--- config.mk ---
export PLATFORM = sky130hd
export DESIGN_NAME = spike_train_decoder
export DESIGN_NICKNAME = d
export VERILOG_FILES = /design/src/rtl/spike_train_decoder.sv
export SDC_FILE = /design/constraint.sdc
export NUM_CORES = 1
export LEC_CHECK = 0
export CORE_MARGIN = 8
export CORE_UTILIZATION = 53
export DETAILED_ROUTE_END_ITERATION = 10
export HOLD_SLACK_MARGIN = 0.05
export PLACE_DENSITY = 0.74
export SLEW_MARGIN = 40
export SYNTH_ARGS = -nofsm -noshare
export SYNTH_HDL_FRONTEND = slang
export SYNTH_SLANG_ARGS = --single-unit
--- constraint.sdc ---
create_clock -name clk -period 4.47 [get_ports clk]
set_input_delay 1.1175 -clock clk [delete_from_list [all_inputs] [get_ports clk]]
set_output_delay 1.1175 -clock clk [all_outputs]
set_load 0.01 [all_outputs]
--- src/rtl/spike_train_decoder.sv ---
`default_nettype none
// ============================================================================
//  Module   : spike_train_decoder
//  Purpose  : Reader for the neuron membrane-voltage bus. Detects spikes with
//             hysteresis, measures inter-spike intervals, flags bursts and
//             queues {first, burst, isi} records over valid/ready.
//  Options  : SPIKE_RATE_WINDOW_EN - adds per-window spike-rate reporting on
//             rate_out/rate_valid; when undefined both outputs are tied to 0.
//  Revision : 1.0  initial release
// ============================================================================
module spike_train_decoder #(
  parameter logic signed [7:0] V_THRESH   = 8'sh13,
  parameter logic signed [7:0] V_REARM    = 8'shE0,
  parameter int                ISI_W      = 16,
  parameter int                BURST_ISI  = 64,
  parameter int                FIFO_DEPTH = 4,
  parameter int                WIN_LEN    = 4096,
  parameter int                CNT_W      = 8
) (
  input  logic                    clk,
  input  logic                    rst_n,
  input  logic                    ena,
  input  logic signed [7:0]       v_in,
  input  logic                    clear,
  output logic                    spike,
  output logic                    evt_valid,
  input  logic                    evt_ready,
  output logic [ISI_W+1:0]        evt_data,
  output logic                    overflow,
  output logic                    burst_active,
  output logic [CNT_W-1:0]        rate_out,
  output logic                    rate_valid
);

  localparam int AW = (FIFO_DEPTH > 1) ? $clog2(FIFO_DEPTH) : 1;
  localparam logic [AW:0] FIFO_FULL_CNT = (AW+1)'(FIFO_DEPTH);

  localparam logic [1:0] S_IDLE    = 2'd0;
  localparam logic [1:0] S_ARMED   = 2'd1;
  localparam logic [1:0] S_REFRACT = 2'd2;

  logic [1:0]       state;
  logic [1:0]       next_state;
  logic             detect;
  logic             first;
  logic             burst;
  logic [ISI_W-1:0] isi_cnt;
  logic             prev_burst;
  logic [ISI_W+1:0] evt_rec;

  logic [ISI_W+1:0] mem [FIFO_DEPTH];
  logic [AW-1:0]    rd_ptr;
  logic [AW-1:0]    wr_ptr;
  logic [AW:0]      count;
  logic             full;
  logic             pop;
  logic             push_ok;

  // State register
  always_ff @(posedge clk or negedge rst_n) begin
    if (!rst_n) state <= S_IDLE;
    else        state <= next_state;
  end

  // Next-state logic: clear wins over ena; ena=0 holds the state
  always_comb begin
    next_state = state;
    if (clear) begin
      next_state = S_IDLE;
    end else if (ena) begin
      case (state)
        S_IDLE, S_ARMED: if (v_in >= V_THRESH) next_state = S_REFRACT;
        S_REFRACT:       if (v_in <= V_REARM)  next_state = S_ARMED;
        default:         next_state = S_IDLE;
      endcase
    end
  end

  // Output decode: a spike is the first qualifying sample while not refractory
  always_comb begin
    detect = 1'b0;
    if (!clear && ena && (state == S_IDLE || state == S_ARMED) && (v_in >= V_THRESH))
      detect = 1'b1;
  end

  // IDLE is only occupied before the first spike since reset/clear
  assign first   = (state == S_IDLE);
  assign burst   = !first && (isi_cnt <= ISI_W'(BURST_ISI));
  assign evt_rec = {first, burst, first ? {ISI_W{1'b0}} : isi_cnt};

  // Spike pulse, ISI counter and burst tracking
  always_ff @(posedge clk or negedge rst_n) begin
    if (!rst_n) begin
      spike        <= 1'b0;
      isi_cnt      <= '0;
      prev_burst   <= 1'b0;
      burst_active <= 1'b0;
    end else begin
      spike <= detect;
      if (clear) begin
        isi_cnt      <= '0;
        prev_burst   <= 1'b0;
        burst_active <= 1'b0;
      end else if (ena) begin
        // The detecting sample is interval 1 of the next ISI
        if (detect)              isi_cnt <= ISI_W'(1);
        else if (isi_cnt != '1)  isi_cnt <= isi_cnt + 1'b1;
        if (detect) begin
          prev_burst   <= burst;
          burst_active <= burst && prev_burst;
        end
      end
    end
  end

  assign full      = (count == FIFO_FULL_CNT);
  assign evt_valid = (count != '0);
  assign evt_data  = mem[rd_ptr];
  assign pop       = evt_valid && evt_ready;
  // A pop in the same cycle frees the slot the push needs
  assign push_ok   = detect && (!full || pop);

  // Event FIFO storage, pointers and sticky overflow
  always_ff @(posedge clk or negedge rst_n) begin
    if (!rst_n) begin
      rd_ptr   <= '0;
      wr_ptr   <= '0;
      count    <= '0;
      overflow <= 1'b0;
      for (int i = 0; i < FIFO_DEPTH; i++) mem[i] <= '0;
    end else if (clear) begin
      rd_ptr   <= '0;
      wr_ptr   <= '0;
      count    <= '0;
      overflow <= 1'b0;
    end else begin
      if (push_ok) begin
        mem[wr_ptr] <= evt_rec;
        wr_ptr      <= wr_ptr + 1'b1;
      end
      if (pop) rd_ptr <= rd_ptr + 1'b1;
      if (push_ok && !pop)      count <= count + 1'b1;
      else if (!push_ok && pop) count <= count - 1'b1;
      if (detect && full && !pop) overflow <= 1'b1;
    end
  end

`ifdef SPIKE_RATE_WINDOW_EN
  localparam int WIN_W = (WIN_LEN > 1) ? $clog2(WIN_LEN) : 1;

  logic [WIN_W-1:0] win_cnt;
  logic [CNT_W-1:0] spk_cnt;
  logic [CNT_W-1:0] spk_next;

  // Spike count including the current sample, saturating
  assign spk_next = (detect && spk_cnt != '1) ? spk_cnt + 1'b1 : spk_cnt;

  // Window sample counter; publishes the count on the last sample of a window
  always_ff @(posedge clk or negedge rst_n) begin
    if (!rst_n) begin
      win_cnt    <= '0;
      spk_cnt    <= '0;
      rate_out   <= '0;
      rate_valid <= 1'b0;
    end else begin
      rate_valid <= 1'b0;
      if (clear) begin
        win_cnt <= '0;
        spk_cnt <= '0;
      end else if (ena) begin
        if (win_cnt == WIN_W'(WIN_LEN - 1)) begin
          rate_out   <= spk_next;
          rate_valid <= 1'b1;
          win_cnt    <= '0;
          spk_cnt    <= '0;
        end else begin
          win_cnt <= win_cnt + 1'b1;
          spk_cnt <= spk_next;
        end
      end
    end
  end
`else
  assign rate_out   = '0;
  assign rate_valid = 1'b0;
`endif

endmodule
`default_nettype wire

== Word level (Yosys, flattened, before mapping) ==
Index checks and enable logic that the tools add are counted.
Cells by class
  $lt $le $gt $ge: 6
  reductions and logical operators: 33
  bitwise gates (word level): 3
  add/sub/neg operators: 5
  muxes and demuxes: 32
  eq/ne operators: 6
Operators by type and width (count)
  $mux 16: 5
  $bwmux 72: 1
  $mux 18: 3
  $bmux 18 s2: 1
  $demux 18 s2: 1
  $add 16x1->16 const B: 1
  $le 16x7->1 const B: 1
  $mux 2: 8
  $ne 16x16->1 const B: 1
  $logic_and 1x1->1: 12
  $reduce_bool 2->1: 5
  $mux 1: 9
  $mux 3: 3
  $reduce_bool 3->1: 3
  $ge 8x6->1 const B: 1
  $le 8x6->1 const B: 1
  $ge 3x3->1 const B: 2
  $ne 3x3->1 const B: 2
  $not 2->3: 2
  $reduce_and 2->1: 3
  $logic_not 1->1: 5
  $add 2x1->2 const B: 2
  $pmux 2 s2: 1
  $add 3x1->3 const B: 1
  10 further kinds: 11
Word-level totals
  register bits: 101
  bits of input ports: 13
  word-level logic and storage cells: 98
  output and inout bits: 31

== Logic depth before layout (Yosys ltp) ==
Gate-level depths: netlist of the first run.
  depth after elaboration: 11
  gate-level depth with buffers: 8
  depth with buffers taken out: 7

== Worst setup path after synthesis of the first run ==
OpenSTA, ideal clock, no wires.
  path kind: in2reg
  from: in v_in[6]
  to: reg count[2]
  required time: 4.334 ns
  arrival time: 3.177 ns
  cell stages on the path: 7
  setup slack: 1.157 ns
  path through: nor4_1 > a2111oi_4 > and2_1 > fa_1 > or3_1 > a32oi_1 > a21oi_1
On the way
  cells in the longest elaborated chain, start to end: 7
  elaborated cells between the ends (all ways): 10
  those cells by class: order compare (1); mux (3); reduce/logical (6)
Ends and longest elaborated chain
  start, declared: line 23  | input logic signed [7:0] v_in,
  $ge 8x6->1 (*): line 82  | if (!clear && ena && (state == S_IDLE || state == S_ARMED) && (v_in >= V_THRESH))
  $logic_and 1x1->1 (*): line 82
  $mux 1 (*): line 82
  $logic_and 1x1->1 (*): line 121  | assign push_ok = detect && (!full || pop);
  $logic_and 1x1->1 / $logic_not 1->1 (equally long branches): line 142, 143
  $mux 3 / $logic_and 1x1->1 (equally long branches): line 142, 143
  $mux 3 / $reduce_bool 3->1 (equally long branches)
  end signal, assigned: line 142  | if (push_ok && !pop) count <= count + 1'b1;
  end signal, assigned: line 143  | else if (!push_ok && pop) count <= count - 1'b1;
  end, declared: line 54  | logic [AW:0] count;
Every way passes the cells marked *; elsewhere a longest branch is shown, timed or not.
A chain may end at the register's enable or synchronous reset.

== Worst setup path in the final report of the first run ==
  from: in evt_ready
  to: reg count[2]
On the way
  cells in the longest elaborated chain, start to end: 6
  elaborated cells between the ends (all ways): 10
  those cells by class: mux (2); reduce/logical (8)
Ends and longest elaborated chain
  start, declared: line 27  | input logic evt_ready,
  $logic_and 1x1->1 (*): line 119  | assign pop = evt_valid && evt_ready;
  $logic_or 1x1->1: line 121
  $logic_and 1x1->1: line 121
  $logic_and 1x1->1 / $logic_not 1->1 (equally long branches): line 142, 143
  $mux 3 / $logic_and 1x1->1 (equally long branches): line 142, 143
  $mux 3 / $reduce_bool 3->1 (equally long branches)
Marked as above.

==> report_table.html, run 1 <==
<table>
<tr><th>Metric</th><th>Value</th></tr>
<tr><th colspan="2">Run</th></tr>
<tr><td>Max-cap violations</td><td>0</td></tr>
<tr><th colspan="2">Detailed routing</th></tr>
<tr><td>Post-detailed-route DRC marker count</td><td>0</td></tr>
<tr><td>Remaining antenna violation count</td><td>0</td></tr>
<tr><td>Wire length per cell</td><td>about 17 um</td></tr>
<tr><td>Initial DRT Pass Iterations</td><td>4</td></tr>
<tr><td>Drt total wl</td><td>between 10 and 15 mm</td></tr>
<tr><td>Vias per inst</td><td>5.63</td></tr>
<tr><td>Number of vias after detailed routing</td><td>3384</td></tr>
<tr><td>Drt first-iter violations</td><td>150</td></tr>
<tr><th colspan="2">Synth</th></tr>
<tr><td>Syn Inst Count</td><td>approximately 460</td></tr>
<tr><td>Number of distinct standard cells referenced by the synthesized netlist</td><td>46</td></tr>
<tr><td>List of most frequent post-synthesis cells</td><td>dfrtp_1, nand2_1, o21ai_0</td></tr>
<tr><td>Post-synthesis sequential element count</td><td>about 100</td></tr>
<tr><td>Leading area contributor after synthesis</td><td>dfrtp_1</td></tr>
<tr><td>Most frequently used flop master after synthesis</td><td>dfrtp_1</td></tr>
<tr><td>Asr flop ratio synth</td><td>1.00</td></tr>
<tr><td>Largest cells by area after synthesis</td><td>dfrtp_1, mux4_2, nand2_1, o21ai_0, nor2_1</td></tr>
<tr><td>Synthesis Warnings</td><td>0</td></tr>
<tr><td>Portion of synthesized cell area occupied by the leading cell type</td><td>0.529</td></tr>
<tr><td>Number of enable flip-flop cells after synthesis</td><td>0</td></tr>
<tr><td>Synth Cell Area</td><td>4780 um2</td></tr>
<tr><td>Average cell area after synthesis</td><td>slightly above 10 um2</td></tr>
<tr><td>Dominant cell by count in the synthesized netlist</td><td>dfrtp_1</td></tr>
<tr><td>Share of synthesized area occupied by flip-flops and latches</td><td>0.529</td></tr>
<tr><th colspan="2">Critical path</th></tr>
<tr><td>Critical Path, Cell by Cell</td><td>clkdlybuf4s50_1, nor4b_1, a2111oi_4, and2_1, fa_1, or3_1, a32oi_1, a21oi_1</td></tr>
<tr><td>Maximum fanout along the worst path</td><td>10</td></tr>
<tr><td>Critical Path End Type</td><td>flip-flop</td></tr>
<tr><td>Buffering stage count on the worst path with inverters included</td><td>1</td></tr>
<tr><td>Top Family by Delay on Critical Path</td><td>simple AND/OR/NAND/NOR gates</td></tr>
<tr><td>Worst Setup Start Kind</td><td>primary input</td></tr>
<tr><td>Data arrival time of the worst path</td><td>3.78 ns</td></tr>
<tr><td>Crit-path slowest cell</td><td>nor4b_1</td></tr>
<tr><td>Worst endpoint required time</td><td>roughly 4.7 ns</td></tr>
<tr><td>Largest incremental delay on the critical path</td><td>approximately 0.67 ns</td></tr>
<tr><td>Crit Path Class</td><td>in2reg</td></tr>
<tr><th colspan="2">Placement</th></tr>
<tr><td>Routability Congestion</td><td>0.788</td></tr>
<tr><td>Number of buffer cells added on primary ports</td><td>34</td></tr>
<tr><td>Dpl hpwl</td><td>roughly 7 mm</td></tr>
<tr><th colspan="2">Timing</th></tr>
<tr><td>Number of failing hold endpoints at the final stage</td><td>0</td></tr>
<tr><td>Clock skew</td><td>approximately 0.014 ns</td></tr>
<tr><td>Total count of max-transition violations in the final report</td><td>0</td></tr>
<tr><td>Transition time of the tightest slew-check pin</td><td>0.752 ns</td></tr>
<tr><td>Max Freq</td><td>0.284 GHz</td></tr>
<tr><td>Final setup violating endpoints</td><td>0</td></tr>
<tr><td>Share of the clock period used by the worst path after layout</td><td>0.789</td></tr>
<tr><td>RSZ-0062 raised after global routing</td><td>false</td></tr>
<tr><td>Final period demand of the worst path</td><td>3.53 ns</td></tr>
<tr><td>Setup tns final</td><td>0 ns</td></tr>
<tr><td>Remaining max-slew budget at the tightest pin</td><td>0.492</td></tr>
<tr><th colspan="2">Floorplanning</th></tr>
<tr><td>Core region area</td><td>between 8000 and 9000 um2</td></tr>
<tr><td>Width of the die</td><td>111 um</td></tr>
<tr><td>Vertical extent of the die</td><td>111 um</td></tr>
<tr><td>Standard-cell rows</td><td>34</td></tr>
<tr><td>Starting utilization of the core area</td><td>0.548</td></tr>
<tr><td>Count of boundary I/O pins</td><td>44</td></tr>
<tr><td>Floorplan die area</td><td>12300 um2</td></tr>
<tr><th colspan="2">Global route</th></tr>
<tr><td>Global-route wire length before repair</td><td>17.3 mm</td></tr>
<tr><td>Vias in the first global route</td><td>~3500</td></tr>
<tr><td>Total congestion overflow after global routing</td><td>0</td></tr>
<tr><td>Antenna violations before repair</td><td>0</td></tr>
<tr><td>Total GRT Usage</td><td>0.169</td></tr>
<tr><td>Maximum number of pins on one net before global-route repair</td><td>76</td></tr>
<tr><th colspan="2">CTS</th></tr>
<tr><td>Clk root buf</td><td>clkbuf_8</td></tr>
<tr><td>Clock latency at the later pin of the worst-skew pair</td><td>0.37 ns</td></tr>
<tr><td>Number of clock sinks</td><td>101</td></tr>
<tr><td>Clock transition at path regs</td><td>0.10 ns</td></tr>
<tr><td>Number of cells upsized or downsized after cts</td><td>0</td></tr>
<tr><td># hold bufs at CTS</td><td>0</td></tr>
<tr><td>H-tree Lvls</td><td>3</td></tr>
<tr><td>Clock tree from TritonCTS</td><td>done</td></tr>
<tr><td>Buffers from clock root to sink, at most</td><td>2</td></tr>
<tr><td>Number of buffers inserted during clock tree synthesis</td><td>9</td></tr>
<tr><td># Post-CTS Setup Buffers</td><td>0</td></tr>
<tr><th colspan="2">Min path</th></tr>
<tr><td>Classification of the worst-slack hold path</td><td>reg2reg</td></tr>
<tr><th colspan="2">Layout</th></tr>
<tr><td>Utilization of the core after routing</td><td>0.614</td></tr>
<tr><td>Number of fill cells</td><td>approximately 730</td></tr>
<tr><td>Register Area</td><td>2530 um2</td></tr>
<tr><td>Area used by multi-input combinational logic</td><td>2070 um2</td></tr>
<tr><td>Synth-to-Final Area Change</td><td>12.1%</td></tr>
<tr><td>Fraction of layout cells with a size suffix above 1</td><td>0.118</td></tr>
<tr><td>Number of nets in the layout</td><td>509</td></tr>
<tr><td>Ant diodes</td><td>0</td></tr>
<tr><th colspan="2">Run status</th></tr>
<tr><td>Status</td><td>complete, no violations</td></tr>
<tr><th colspan="2">Power</th></tr>
<tr><td>Largest voltage drop on the vdd net</td><td>0.206 mV</td></tr>
<tr><td>Leakage power figure</td><td>2.28 nW</td></tr>
<tr><td>Total power divided by cell area</td><td>344 nW/um2</td></tr>
</table>
## cells by family after synthesis
group / share of synthesized area
adders and majority gates: 0.0199
buffers and inverters: 0.0432
AOI/OAI and AO/OA: 0.127
muxes: 0.101
DFF: 0.529
xor gates and xnor gates: 0.0238
and+or+nand+nor: 0.155
other: 0.000785
## stage by stage
step	hold slack [ns]	cells	area [um2]	total power, W	setup WS (ns)
floorplan	0.445	469	4810	0.00122	1.16
global placement	0.457	586	5170	0.00132	0.603
detailed placement	0.467	586	5170	0.00133	0.573
CTS	0.490	601	5350	0.00187	0.970
global route	0.518	601	5350	0.00194	0.782
finish	0.487	601	5350	0.00184	0.943
## sequential cells by signal, summed over array words and instances, names as in the netlist, 2 cells and up
name	flops
rd_ptr	2
wr_ptr	2
count	3
state	2
isi_cnt	16
mem	72
## area by class of cell
| type | count | area share |
|---|---|---|
| inverter | 10 | 0.00701 |
| clock buffer | 9 | 0.0231 |
| clock inverter | 6 | 0.0103 |
| sequential | 101 | 0.472 |
| multi-input combinational | 325 | 0.387 |
| timing repair buffer | 42 | 0.0750 |
| tap | 108 | 0.0252 |
## cell usage in the layout, fill, tap and decap left out, drive strengths merged, types with 2 or more instances in the layout
cell           count
inv               13
and3               6
mux4              18
a21o               2
xor2               5
nand3             11
nor4               5
dfrtp            101
nand4              3
and2               2
o21ai             72
conb               9
a31o               2
mux2               6
nor2              23
buf                9
a211oi             4
or3                3
nand2            102
xnor2              8
a21oi             10
ha                 6
nor3               7
a211o              2
clkbuf             9
clkdlybuf4s50     33
clkinv             3
## worst paths after layout
check                           from         to  slack, ns  cells after the start
max                        evt_ready   count[2]       0.94                      8
min                          mem[23]    mem[23]       0.49                      2
max reg2reg                 count[0]   count[2]       1.73                      7
min reg2reg                  mem[23]    mem[23]       0.49                      2
max in group asynchronous      rst_n  rd_ptr[1]       2.90                      2
min in group asynchronous      rst_n    mem[38]       0.74                      1
## layer usage
| metal | global-route usage | vias up | part of all wire |
|---|---|---|---|
| li1 | - | 1651 | - |
| met1 | 0.215 | 1681 | 0.45 |
| met2 | 0.284 | 47 | 0.51 |
| met3 | 0.0379 | 5 | 0.036 |
| met4 | 0.0432 | 0 | 0.0053 |
| met5 | 0 | - | 0 |
## report_power, final
part,switching [W],total [W],internal (W)
Sequential,0.0000366,0.000985,0.000948
Clock,0.000325,0.000536,0.000210
Combinational,0.000171,0.000323,0.000152
Total,0.000533,0.00184,0.00131
## tightest hold or removal path, cell delays in order, from the launching register on
cell	delay, ns
dfrtp_1	0.36
nand2_1	0.04
o21ai_0	0.06
Note: power is estimated with default switching activity, not from simulation.
==> run 2, diff against run 1 <==
--- a/config.mk
+++ b/config.mk
@@ -6,10 +6,10 @@
 export NUM_CORES = 1
 export LEC_CHECK = 0
 export CORE_MARGIN = 8
-export CORE_UTILIZATION = 53
+export CORE_UTILIZATION = 52
 export DETAILED_ROUTE_END_ITERATION = 10
 export HOLD_SLACK_MARGIN = 0.05
-export PLACE_DENSITY = 0.74
+export PLACE_DENSITY = 0.76
 export SLEW_MARGIN = 40
 export SYNTH_ARGS = -nofsm -noshare
 export SYNTH_HDL_FRONTEND = slang
==> constraint.sdc (replaced) <==
create_clock -name clk -period 3.2 [get_ports clk]
set_input_delay 0.8 -clock clk [delete_from_list [all_inputs] [get_ports clk]]
set_output_delay 0.8 -clock clk [all_outputs]
set_load 0.01 [all_outputs]
==> run 2 against run 1 <==
  * Final cell count up 2.3%
  * Global-route usage increased by 0.31 points
  * Clock power is 43% higher
  * Power rose by 43%
  * Sequential power grew 39%
  * Critical path depth fell by 5
  * Utilization down 1.0 points
  * Flip-flop and latch count unchanged
  * Register-to-register slack lost 0.88 ns
  * Worst setup slack lost 0.64 ns
  * Sequential share of layout area shrank 1.0 points
  * Routed wire length increased by 0.43%
==> report_table.html, run 2 (synthesis gave the netlist of run 1 again) <==
<table>
<tr><th>Metric</th><th>Value</th></tr>
<tr><th colspan="2">Layout</th></tr>
<tr><td>Ant diodes</td><td>0 (unchanged)</td></tr>
<tr><td>Utilization of the core after routing</td><td>0.604 (-0.0102)</td></tr>
<tr><td>Synth-to-Final Area Change</td><td>14.6%</td></tr>
<tr><td>Number of flip-flops in the largest register</td><td>72 (unchanged)</td></tr>
<tr><td>Registers with the highest flip-flop counts</td><td>mem x72, isi_cnt x16, count x3</td></tr>
<tr><td>Most common library cell in the layout ignoring fill and taps</td><td>dfrtp_1</td></tr>
<tr><td>Top library cells by usage in the layout, fill and taps aside</td><td>dfrtp_1, nand2_1, o21ai_0, clkdlybuf4s50_1, nor2_1</td></tr>
<tr><td>Number of nets in the layout</td><td>519 (+2.0%)</td></tr>
<tr><td>Fraction of layout cells with a size suffix above 1</td><td>0.135 (+0.0173)</td></tr>
<tr><td>Register with the most flip-flops</td><td>mem</td></tr>
<tr><th colspan="2">Detailed routing</th></tr>
<tr><td>Wire length per cell</td><td>16.4 um (-1.9%)</td></tr>
<tr><td>Vias per inst</td><td>5.67 (+0.61%)</td></tr>
<tr><td>Drt first-iter violations</td><td>213 (+42%)</td></tr>
<tr><td>Post-detailed-route DRC marker count</td><td>0 (unchanged)</td></tr>
<tr><td>Number of vias after detailed routing</td><td>3484 (+3.0%)</td></tr>
<tr><td>Remaining antenna violation count</td><td>0 (unchanged)</td></tr>
<tr><td>Initial DRT Pass Iterations</td><td>4 (unchanged)</td></tr>
<tr><td>Drt total wl</td><td>10.1 mm (+0.43%)</td></tr>
<tr><th colspan="2">Timing</th></tr>
<tr><td>Number of failing hold endpoints at the final stage</td><td>0 (unchanged)</td></tr>
<tr><td>Remaining max-slew budget at the tightest pin</td><td>0.614 (+0.122)</td></tr>
<tr><td>Max Freq</td><td>approximately 0.35 GHz</td></tr>
<tr><td>Transition time of the tightest slew-check pin</td><td>0.580 ns (-0.172 ns)</td></tr>
<tr><td>Clock skew</td><td>0.0125 ns (-0.00177 ns)</td></tr>
<tr><td>RSZ-0062 raised after global routing</td><td>false</td></tr>
<tr><td>Total count of max-transition violations in the final report</td><td>0 (unchanged)</td></tr>
<tr><td>Share of the clock period used by the worst path after layout</td><td>0.904</td></tr>
<tr><td>Setup tns final</td><td>0 ns (unchanged)</td></tr>
<tr><td>Setup slack of the critical path after layout</td><td>0.307 ns (-0.636 ns)</td></tr>
<tr><td>Final period demand of the worst path</td><td>2.89 ns</td></tr>
<tr><td>Final setup violating endpoints</td><td>0 (unchanged)</td></tr>
<tr><th colspan="2">CTS</th></tr>
<tr><td>Clock latency at the later pin of the worst-skew pair</td><td>0.36 ns (about the same)</td></tr>
<tr><td>Number of buffers inserted during clock tree synthesis</td><td>9 (unchanged)</td></tr>
<tr><td>Clock transition at path regs</td><td>0.11 ns (about the same)</td></tr>
<tr><td>Number of clock sinks</td><td>101 (unchanged)</td></tr>
<tr><td>Clk root buf</td><td>clkbuf_8</td></tr>
<tr><td>H-tree Lvls</td><td>3 (unchanged)</td></tr>
<tr><td>Number of cells upsized or downsized after cts</td><td>0 (unchanged)</td></tr>
<tr><td>Buffers from clock root to sink, at most</td><td>2 (unchanged)</td></tr>
<tr><td>Clock tree from TritonCTS</td><td>done</td></tr>
<tr><td># hold bufs at CTS</td><td>0 (unchanged)</td></tr>
<tr><td># Post-CTS Setup Buffers</td><td>0 (unchanged)</td></tr>
<tr><th colspan="2">Power</th></tr>
<tr><td>Total power divided by cell area</td><td>481 nW/um2 (+40%)</td></tr>
<tr><td>Pwr Total</td><td>0.00263 W (+43%)</td></tr>
<tr><td>Largest voltage drop on the vdd net</td><td>0.203 mV (-1.5%)</td></tr>
<tr><td>Leakage power figure</td><td>2.35 nW (+2.8%)</td></tr>
<tr><th colspan="2">Critical path</th></tr>
<tr><td>Critical Path, Cell by Cell</td><td>buf_12, mux4_2, clkdlybuf4s50_1</td></tr>
<tr><td>Worst Setup Start Kind</td><td>flip-flop</td></tr>
<tr><td>Maximum fanout along the worst path</td><td>18 (+8)</td></tr>
<tr><td>Data arrival time of the worst path</td><td>2.09 ns (-1.69 ns)</td></tr>
<tr><td>Crit-path slowest cell</td><td>mux4_2</td></tr>
<tr><td>Worst reg-to-reg path cell count</td><td>8 (+1)</td></tr>
<tr><td>Flop-to-flop setup slack</td><td>0.85 ns (-0.88 ns)</td></tr>
<tr><td>Worst endpoint required time</td><td>2.40 ns (-2.32 ns)</td></tr>
<tr><td>Worst reg2reg path endpoint</td><td>count[2]</td></tr>
<tr><td>FF-to-FF Start</td><td>count[0]</td></tr>
<tr><td>Critical Path End Type</td><td>primary output</td></tr>
<tr><td>Largest incremental delay on the critical path</td><td>0.53 ns (-0.14 ns)</td></tr>
<tr><td>Top Family by Delay on Critical Path</td><td>buffers and inverters</td></tr>
<tr><td>Buffering stage count on the worst path with inverters included</td><td>2 (+1)</td></tr>
<tr><td>Crit Path Class</td><td>reg2out</td></tr>
<tr><th colspan="2">Global route</th></tr>
<tr><td>Antenna violations before repair</td><td>0 (unchanged)</td></tr>
<tr><td>Met2 usage</td><td>0.292 (+0.00822)</td></tr>
<tr><td>Layer carrying the most global-route usage</td><td>met2</td></tr>
<tr><td>Global routing usage on met1</td><td>0.212 (-0.00322)</td></tr>
<tr><td>Total GRT Usage</td><td>0.172 (+0.00307)</td></tr>
<tr><td>Met3 demand-to-capacity share in global routing</td><td>0.0335 (-0.00433)</td></tr>
<tr><td>Total congestion overflow after global routing</td><td>0 (unchanged)</td></tr>
<tr><td>Maximum number of pins on one net before global-route repair</td><td>45 (-41%)</td></tr>
<tr><td>Vias in the first global route</td><td>3653 (+4.3%)</td></tr>
<tr><td>Global-route wire length before repair</td><td>17.6 mm (+1.8%)</td></tr>
<tr><th colspan="2">Min path</th></tr>
<tr><td>Classification of the worst-slack hold path</td><td>in2async</td></tr>
<tr><th colspan="2">Floorplanning</th></tr>
<tr><td>Standard-cell rows</td><td>35 (+2.9%)</td></tr>
<tr><td>Floorplan die area</td><td>12500 um2 (+1.6%)</td></tr>
<tr><td>Core region area</td><td>9060 um2 (+3.9%)</td></tr>
<tr><td>Width of the die</td><td>112 um (+0.82%)</td></tr>
<tr><td>Count of boundary I/O pins</td><td>44 (unchanged)</td></tr>
<tr><td>Vertical extent of the die</td><td>112 um (+0.82%)</td></tr>
<tr><td>Starting utilization of the core area</td><td>0.527 (-0.0208)</td></tr>
<tr><th colspan="2">Placement</th></tr>
<tr><td>Pre-CTS worst setup slack</td><td>0.0181 ns (-0.555 ns)</td></tr>
<tr><td>Dpl hpwl</td><td>7.08 mm (-0.63%)</td></tr>
<tr><td>Number of buffer cells added on primary ports</td><td>34 (unchanged)</td></tr>
<tr><td>Routability Congestion</td><td>0.825 (+4.6%)</td></tr>
<tr><th colspan="2">Run</th></tr>
<tr><td>Max-cap violations</td><td>0 (unchanged)</td></tr>
<tr><th colspan="2">Run status</th></tr>
<tr><td>Status</td><td>complete, no violations</td></tr>
</table>
## run 2: cell count changes in the layout (fill, tap and decap cells not counted), sizes merged
cell,delta
buf,+10
clkinvlp,+1
clkinv,-2
inv,+2
## run 2: stage by stage
stage / instance area (um2) / hold WS (ns) / instances
3_5_place_dp: 5290 / 0.465 / 599
3_3_place_gp: 5290 / 0.456 / 599
6_report: 5470 / 0.406 / 615
4_1_cts: 5470 / 0.432 / 615
5_1_grt: 5470 / 0.452 / 615
2_1_floorplan: 4810 / 0.445 / 469
## run 2: power by group
group	leakage [nW]	switching [W]	internal, W
registers	1.40	0.0000472	0.00132
logic	0.854	0.000252	0.000239
clock network	0.0931	0.000468	0.000301
## run 2: layer usage
| layer | vias to the layer above | wire length, um | part of all wire |
|---|---|---|---|
| li1 | 1674 | - | - |
| met2 | 79 | 5070 | 0.50 |
| met4 | 0 | 142 | 0.014 |
| met3 | 13 | 461 | 0.046 |
| met1 | 1718 | 4410 | 0.44 |
| met5 | - | 0 | 0 |
## run 2: how the worst max path moves through the flow
stage / depth (start not counted) / start / to
2_1_floorplan: 7 / v_in[6] / count[2]
3_5_place_dp: 9 / v_in[6] / count[2]
3_3_place_gp: 9 / v_in[6] / count[2]
4_1_cts: 3 / rd_ptr[0] / evt_data[15]
5_1_grt: 3 / rd_ptr[0] / evt_data[7]
6_report: 3 / rd_ptr[0] / evt_data[10]
## run 2: cell type report
type	count	area [um2]
inverters	10	37.5
repair buffers	52	510
fillers	746	3590
flip-flops and latches	101	2530
clock buffers	9	124
well taps	111	139
clock inverters	7	62.6
multi-input cells	325	2070
## run 2: worst reg2reg max path, cell delays in order (launching register included)
cell and delay, ns:
dfrtp_1 0.45, nor4b_1 0.30, buf_4 0.18, a2111oi_4 0.04
and2_1 0.17, fa_1 0.42, or3_1 0.39, a32oi_1 0.21
a21oi_1 0.09
==> run 3, diff against run 2 <==
--- a/config.mk
+++ b/config.mk
@@ -5,9 +5,9 @@
 export SDC_FILE = /design/constraint.sdc
 export NUM_CORES = 1
 export LEC_CHECK = 0
-export CORE_MARGIN = 8
 export CORE_UTILIZATION = 52
 export DETAILED_ROUTE_END_ITERATION = 10
+export GPL_ROUTABILITY_DRIVEN = 0
 export HOLD_SLACK_MARGIN = 0.05
 export PLACE_DENSITY = 0.76
 export SLEW_MARGIN = 40
==> run 3 against run 2 <==
  * Die area shrank 23%
  * Worst setup slack gained 0.0084 ns
  * Fmax grew 0.29%
  * The run now ends with DRC left
  * Critical path type unchanged
  * Non-clock buffer count shrank 1
==> report_table.html, run 3 (synthesis gave the netlist of run 1 again) <==
<table>
<tr><th>Metric</th><th>Value</th></tr>
<tr><th colspan="2">Timing</th></tr>
<tr><td>Total count of max-transition violations in the final report</td><td>0 (unchanged)</td></tr>
<tr><td>Clock skew</td><td>0.0117 ns (-0.000760 ns)</td></tr>
<tr><td>Remaining max-slew budget at the tightest pin</td><td>0.629 (+0.0151)</td></tr>
<tr><td>Final setup violating endpoints</td><td>0 (unchanged)</td></tr>
<tr><td>RSZ-0062 raised after global routing</td><td>false</td></tr>
<tr><td>Transition time of the tightest slew-check pin</td><td>0.553 ns (-0.0269 ns)</td></tr>
<tr><td>Setup tns final</td><td>0 ns (unchanged)</td></tr>
<tr><td>Share of the clock period used by the worst path after layout</td><td>0.901 (-0.00263)</td></tr>
<tr><td>Number of failing hold endpoints at the final stage</td><td>0 (unchanged)</td></tr>
<tr><td>Final period demand of the worst path</td><td>2.88 ns (-0.00841 ns)</td></tr>
<tr><td>Max Freq</td><td>0.347 GHz (+0.29%)</td></tr>
<tr><td>Setup slack of the critical path after layout</td><td>0.315 ns (+0.00841 ns)</td></tr>
<tr><th colspan="2">Detailed routing</th></tr>
<tr><td>Drt first-iter violations</td><td>139 (-35%)</td></tr>
<tr><td>Vias per inst</td><td>5.65 (-0.33%)</td></tr>
<tr><td>Post-detailed-route DRC marker count</td><td>6 (+6)</td></tr>
<tr><td>Wire length per cell</td><td>15.4 um (-6.0%)</td></tr>
<tr><td>Number of vias after detailed routing</td><td>3450 (-0.98%)</td></tr>
<tr><td>Drt total wl</td><td>9.41 mm (-6.6%)</td></tr>
<tr><td>Initial DRT Pass Iterations</td><td>8 (+4)</td></tr>
<tr><td>Remaining antenna violation count</td><td>0 (unchanged)</td></tr>
<tr><th colspan="2">Global route</th></tr>
<tr><td>Total GRT Usage</td><td>0.219 (+0.0465)</td></tr>
<tr><td>Antenna violations before repair</td><td>0 (unchanged)</td></tr>
<tr><td>Total congestion overflow after global routing</td><td>0 (unchanged)</td></tr>
<tr><td>Global-route wire length before repair</td><td>16.6 mm (-5.5%)</td></tr>
<tr><td>Vias in the first global route</td><td>3514 (-3.8%)</td></tr>
<tr><td>Maximum number of pins on one net before global-route repair</td><td>102 (+130%)</td></tr>
<tr><th colspan="2">Layout</th></tr>
<tr><td>Fraction of layout cells with a size suffix above 1</td><td>0.133 (-0.00172)</td></tr>
<tr><td>Utilization of the core after routing</td><td>0.622 (+0.0186)</td></tr>
<tr><td>Registers with the highest flip-flop counts</td><td>mem x72, isi_cnt x16, count x3</td></tr>
<tr><td>Most common library cell in the layout ignoring fill and taps</td><td>dfrtp_1</td></tr>
<tr><td>Top library cells by usage in the layout, fill and taps aside</td><td>dfrtp_1, nand2_1, o21ai_0, clkdlybuf4s50_1, nor2_1</td></tr>
<tr><td>Synth-to-Final Area Change</td><td>14.7%</td></tr>
<tr><td>Number of fill cells</td><td>696 (-6.7%)</td></tr>
<tr><td>Ant diodes</td><td>0 (unchanged)</td></tr>
<tr><td>Number of nets in the layout</td><td>518 (-0.19%)</td></tr>
<tr><td>Number of flip-flops in the largest register</td><td>72 (unchanged)</td></tr>
<tr><td>Register with the most flip-flops</td><td>mem</td></tr>
<tr><th colspan="2">Power</th></tr>
<tr><td>Leakage power figure</td><td>2.36 nW (+0.37%)</td></tr>
<tr><td>Part of the power in the clock network</td><td>0.310 (+0.018)</td></tr>
<tr><td>Total power divided by cell area</td><td>492 nW/um2 (+2.2%)</td></tr>
<tr><td>Sequential share of power</td><td>0.509 (-0.012)</td></tr>
<tr><td>Largest voltage drop on the vdd net</td><td>0.252 mV (+24%)</td></tr>
<tr><td>Cell internal power dissipation</td><td>0.00194 W (+3.9%)</td></tr>
<tr><td>Pwr Total</td><td>0.00269 W (+2.3%)</td></tr>
<tr><td>Switching power as a share of total power</td><td>0.281 (-0.0108)</td></tr>
<tr><td>P_sw</td><td>0.000756 W (-1.4%)</td></tr>
<tr><td>Combinational power share</td><td>0.181 (-0.006)</td></tr>
<tr><th colspan="2">Critical path</th></tr>
<tr><td>Maximum fanout along the worst path</td><td>18 (unchanged)</td></tr>
<tr><td>Worst reg2reg path endpoint</td><td>count[2]</td></tr>
<tr><td>Crit-path slowest cell</td><td>mux4_2</td></tr>
<tr><td>Worst reg-to-reg path cell count</td><td>8 (unchanged)</td></tr>
<tr><td>Worst Setup Start Kind</td><td>flip-flop</td></tr>
<tr><td>Critical Path End Type</td><td>primary output</td></tr>
<tr><td>Data arrival time of the worst path</td><td>2.08 ns (about the same)</td></tr>
<tr><td>FF-to-FF Start</td><td>count[0]</td></tr>
<tr><td>Critical Path, Cell by Cell</td><td>buf_12, mux4_2, clkdlybuf4s50_1</td></tr>
<tr><td>Worst endpoint required time</td><td>2.40 ns (about the same)</td></tr>
<tr><td>Flop-to-flop setup slack</td><td>0.85 ns (about the same)</td></tr>
<tr><td>Largest incremental delay on the critical path</td><td>0.54 ns (about the same)</td></tr>
<tr><td>Crit Path Class</td><td>reg2out</td></tr>
<tr><th colspan="2">Floorplanning</th></tr>
<tr><td>Floorplan die area</td><td>9570 um2 (-23%)</td></tr>
<tr><td>Starting utilization of the core area</td><td>0.542 (+0.0155)</td></tr>
<tr><td>Count of boundary I/O pins</td><td>44 (unchanged)</td></tr>
<tr><td>Standard-cell rows</td><td>34 (-2.9%)</td></tr>
<tr><td>Vertical extent of the die</td><td>97.8 um (-13%)</td></tr>
<tr><td>Core region area</td><td>8810 um2 (-2.9%)</td></tr>
<tr><td>Width of the die</td><td>97.8 um (-13%)</td></tr>
<tr><th colspan="2">Placement</th></tr>
<tr><td>Number of buffer cells added on primary ports</td><td>34 (unchanged)</td></tr>
<tr><td>Pre-CTS worst setup slack</td><td>0.0150 ns (-0.00308 ns)</td></tr>
<tr><td>Dpl hpwl</td><td>6.53 mm (-7.7%)</td></tr>
<tr><th colspan="2">Run status</th></tr>
<tr><td>Violations in the final reports</td><td>DRC</td></tr>
<tr><td>Status</td><td>finished with violations</td></tr>
<tr><th colspan="2">CTS</th></tr>
<tr><td># Post-CTS Setup Buffers</td><td>0 (unchanged)</td></tr>
<tr><td>Number of clock sinks</td><td>101 (unchanged)</td></tr>
<tr><td># hold bufs at CTS</td><td>0 (unchanged)</td></tr>
<tr><td>Clk root buf</td><td>clkbuf_8</td></tr>
<tr><td>Clock transition at path regs</td><td>0.10 ns (about the same)</td></tr>
<tr><td>Buffers from clock root to sink, at most</td><td>2 (unchanged)</td></tr>
<tr><td>Clock tree from TritonCTS</td><td>done</td></tr>
<tr><td>H-tree Lvls</td><td>3 (unchanged)</td></tr>
<tr><td>Number of buffers inserted during clock tree synthesis</td><td>9 (unchanged)</td></tr>
<tr><td>Clock latency at the later pin of the worst-skew pair</td><td>0.37 ns (about the same)</td></tr>
<tr><td>Number of cells upsized or downsized after cts</td><td>0 (unchanged)</td></tr>
<tr><th colspan="2">Min path</th></tr>
<tr><td>Worst Hold Launch</td><td>mem[21]</td></tr>
<tr><td>Classification of the worst-slack hold path</td><td>reg2reg</td></tr>
<tr><td>End point of the most critical hold path</td><td>mem[21]</td></tr>
<tr><td>Worst hold path stage count</td><td>2</td></tr>
<tr><th colspan="2">Run</th></tr>
<tr><td>Max-cap violations</td><td>0 (unchanged)</td></tr>
</table>
==> run 3: changes by cell type in the layout (fill, tap and decap cells not counted), sizes merged <==
cell,change
clkinv,+1
clkinvlp,-1
bufinv,+1
inv,-1
buf,-1
==> run 3: metrics by stage <==
stage / hold slack (ns) / cell area (um2) / std cells
floorplan: 0.445 / 4810 / 469
global placement: 0.456 / 5280 / 595
detailed placement: 0.465 / 5280 / 595
CTS: 0.487 / 5480 / 611
global route: 0.484 / 5480 / 611
finish: 0.483 / 5480 / 611
==> run 3: final cells by class <==
cell class | instances | area (um2) | share of cell area
multi-input combinational | 325 | 2070 | 0.378
inverter | 10 | 37.5 | 0.00685
timing repair buffer | 51 | 503 | 0.0918
tap | 108 | 135 | 0.0247
clock inverter | 7 | 81.3 | 0.0148
sequential | 101 | 2530 | 0.461
clock buffer | 9 | 124 | 0.0226
==> run 3: worst max path at each step <==
stage	from	to	slack, ns	cells after the start
after floorplan	v_in[6]	count[2]	0.20	7
after global placement	v_in[6]	count[2]	0.07	9
after detailed placement	v_in[6]	count[2]	0.02	9
after CTS	rd_ptr[0]	evt_data[10]	0.29	3
after global routing	rd_ptr[0]	evt_data[10]	0.24	3
final	rd_ptr[0]	evt_data[10]	0.32	3
==> run 3: layer usage <==
metal / up-vias / global-route usage / share of wire
met3: 6 / 0.0451 / 0.044
met4: 0 / 0.0583 / 0.0097
li1: 1662 / - / -
met2: 76 / 0.356 / 0.48
met5: - / 0 / 0
met1: 1706 / 0.300 / 0.46
==> run 3: power by group through the flow <==
| stage | clock, W | sequential (W) | combinational, W |
|---|---|---|---|
| final | 0.000834 | 0.00137 | 0.000488 |
| after global routing | 0.000899 | 0.00138 | 0.000543 |
| after CTS | 0.000854 | 0.00137 | 0.000498 |
| after detailed placement | 0 | 0.00139 | 0.000497 |
| after global placement | 0 | 0.00139 | 0.000480 |
| after floorplan | 0 | 0.00138 | 0.000325 |
==> run 3: worst max-delay path: cells and delay by family, from the launching register on <==
family,cells,cell delay [ns]
buffers and inverters,2,0.72
flip-flops,1,0.45
multiplexers,1,0.54
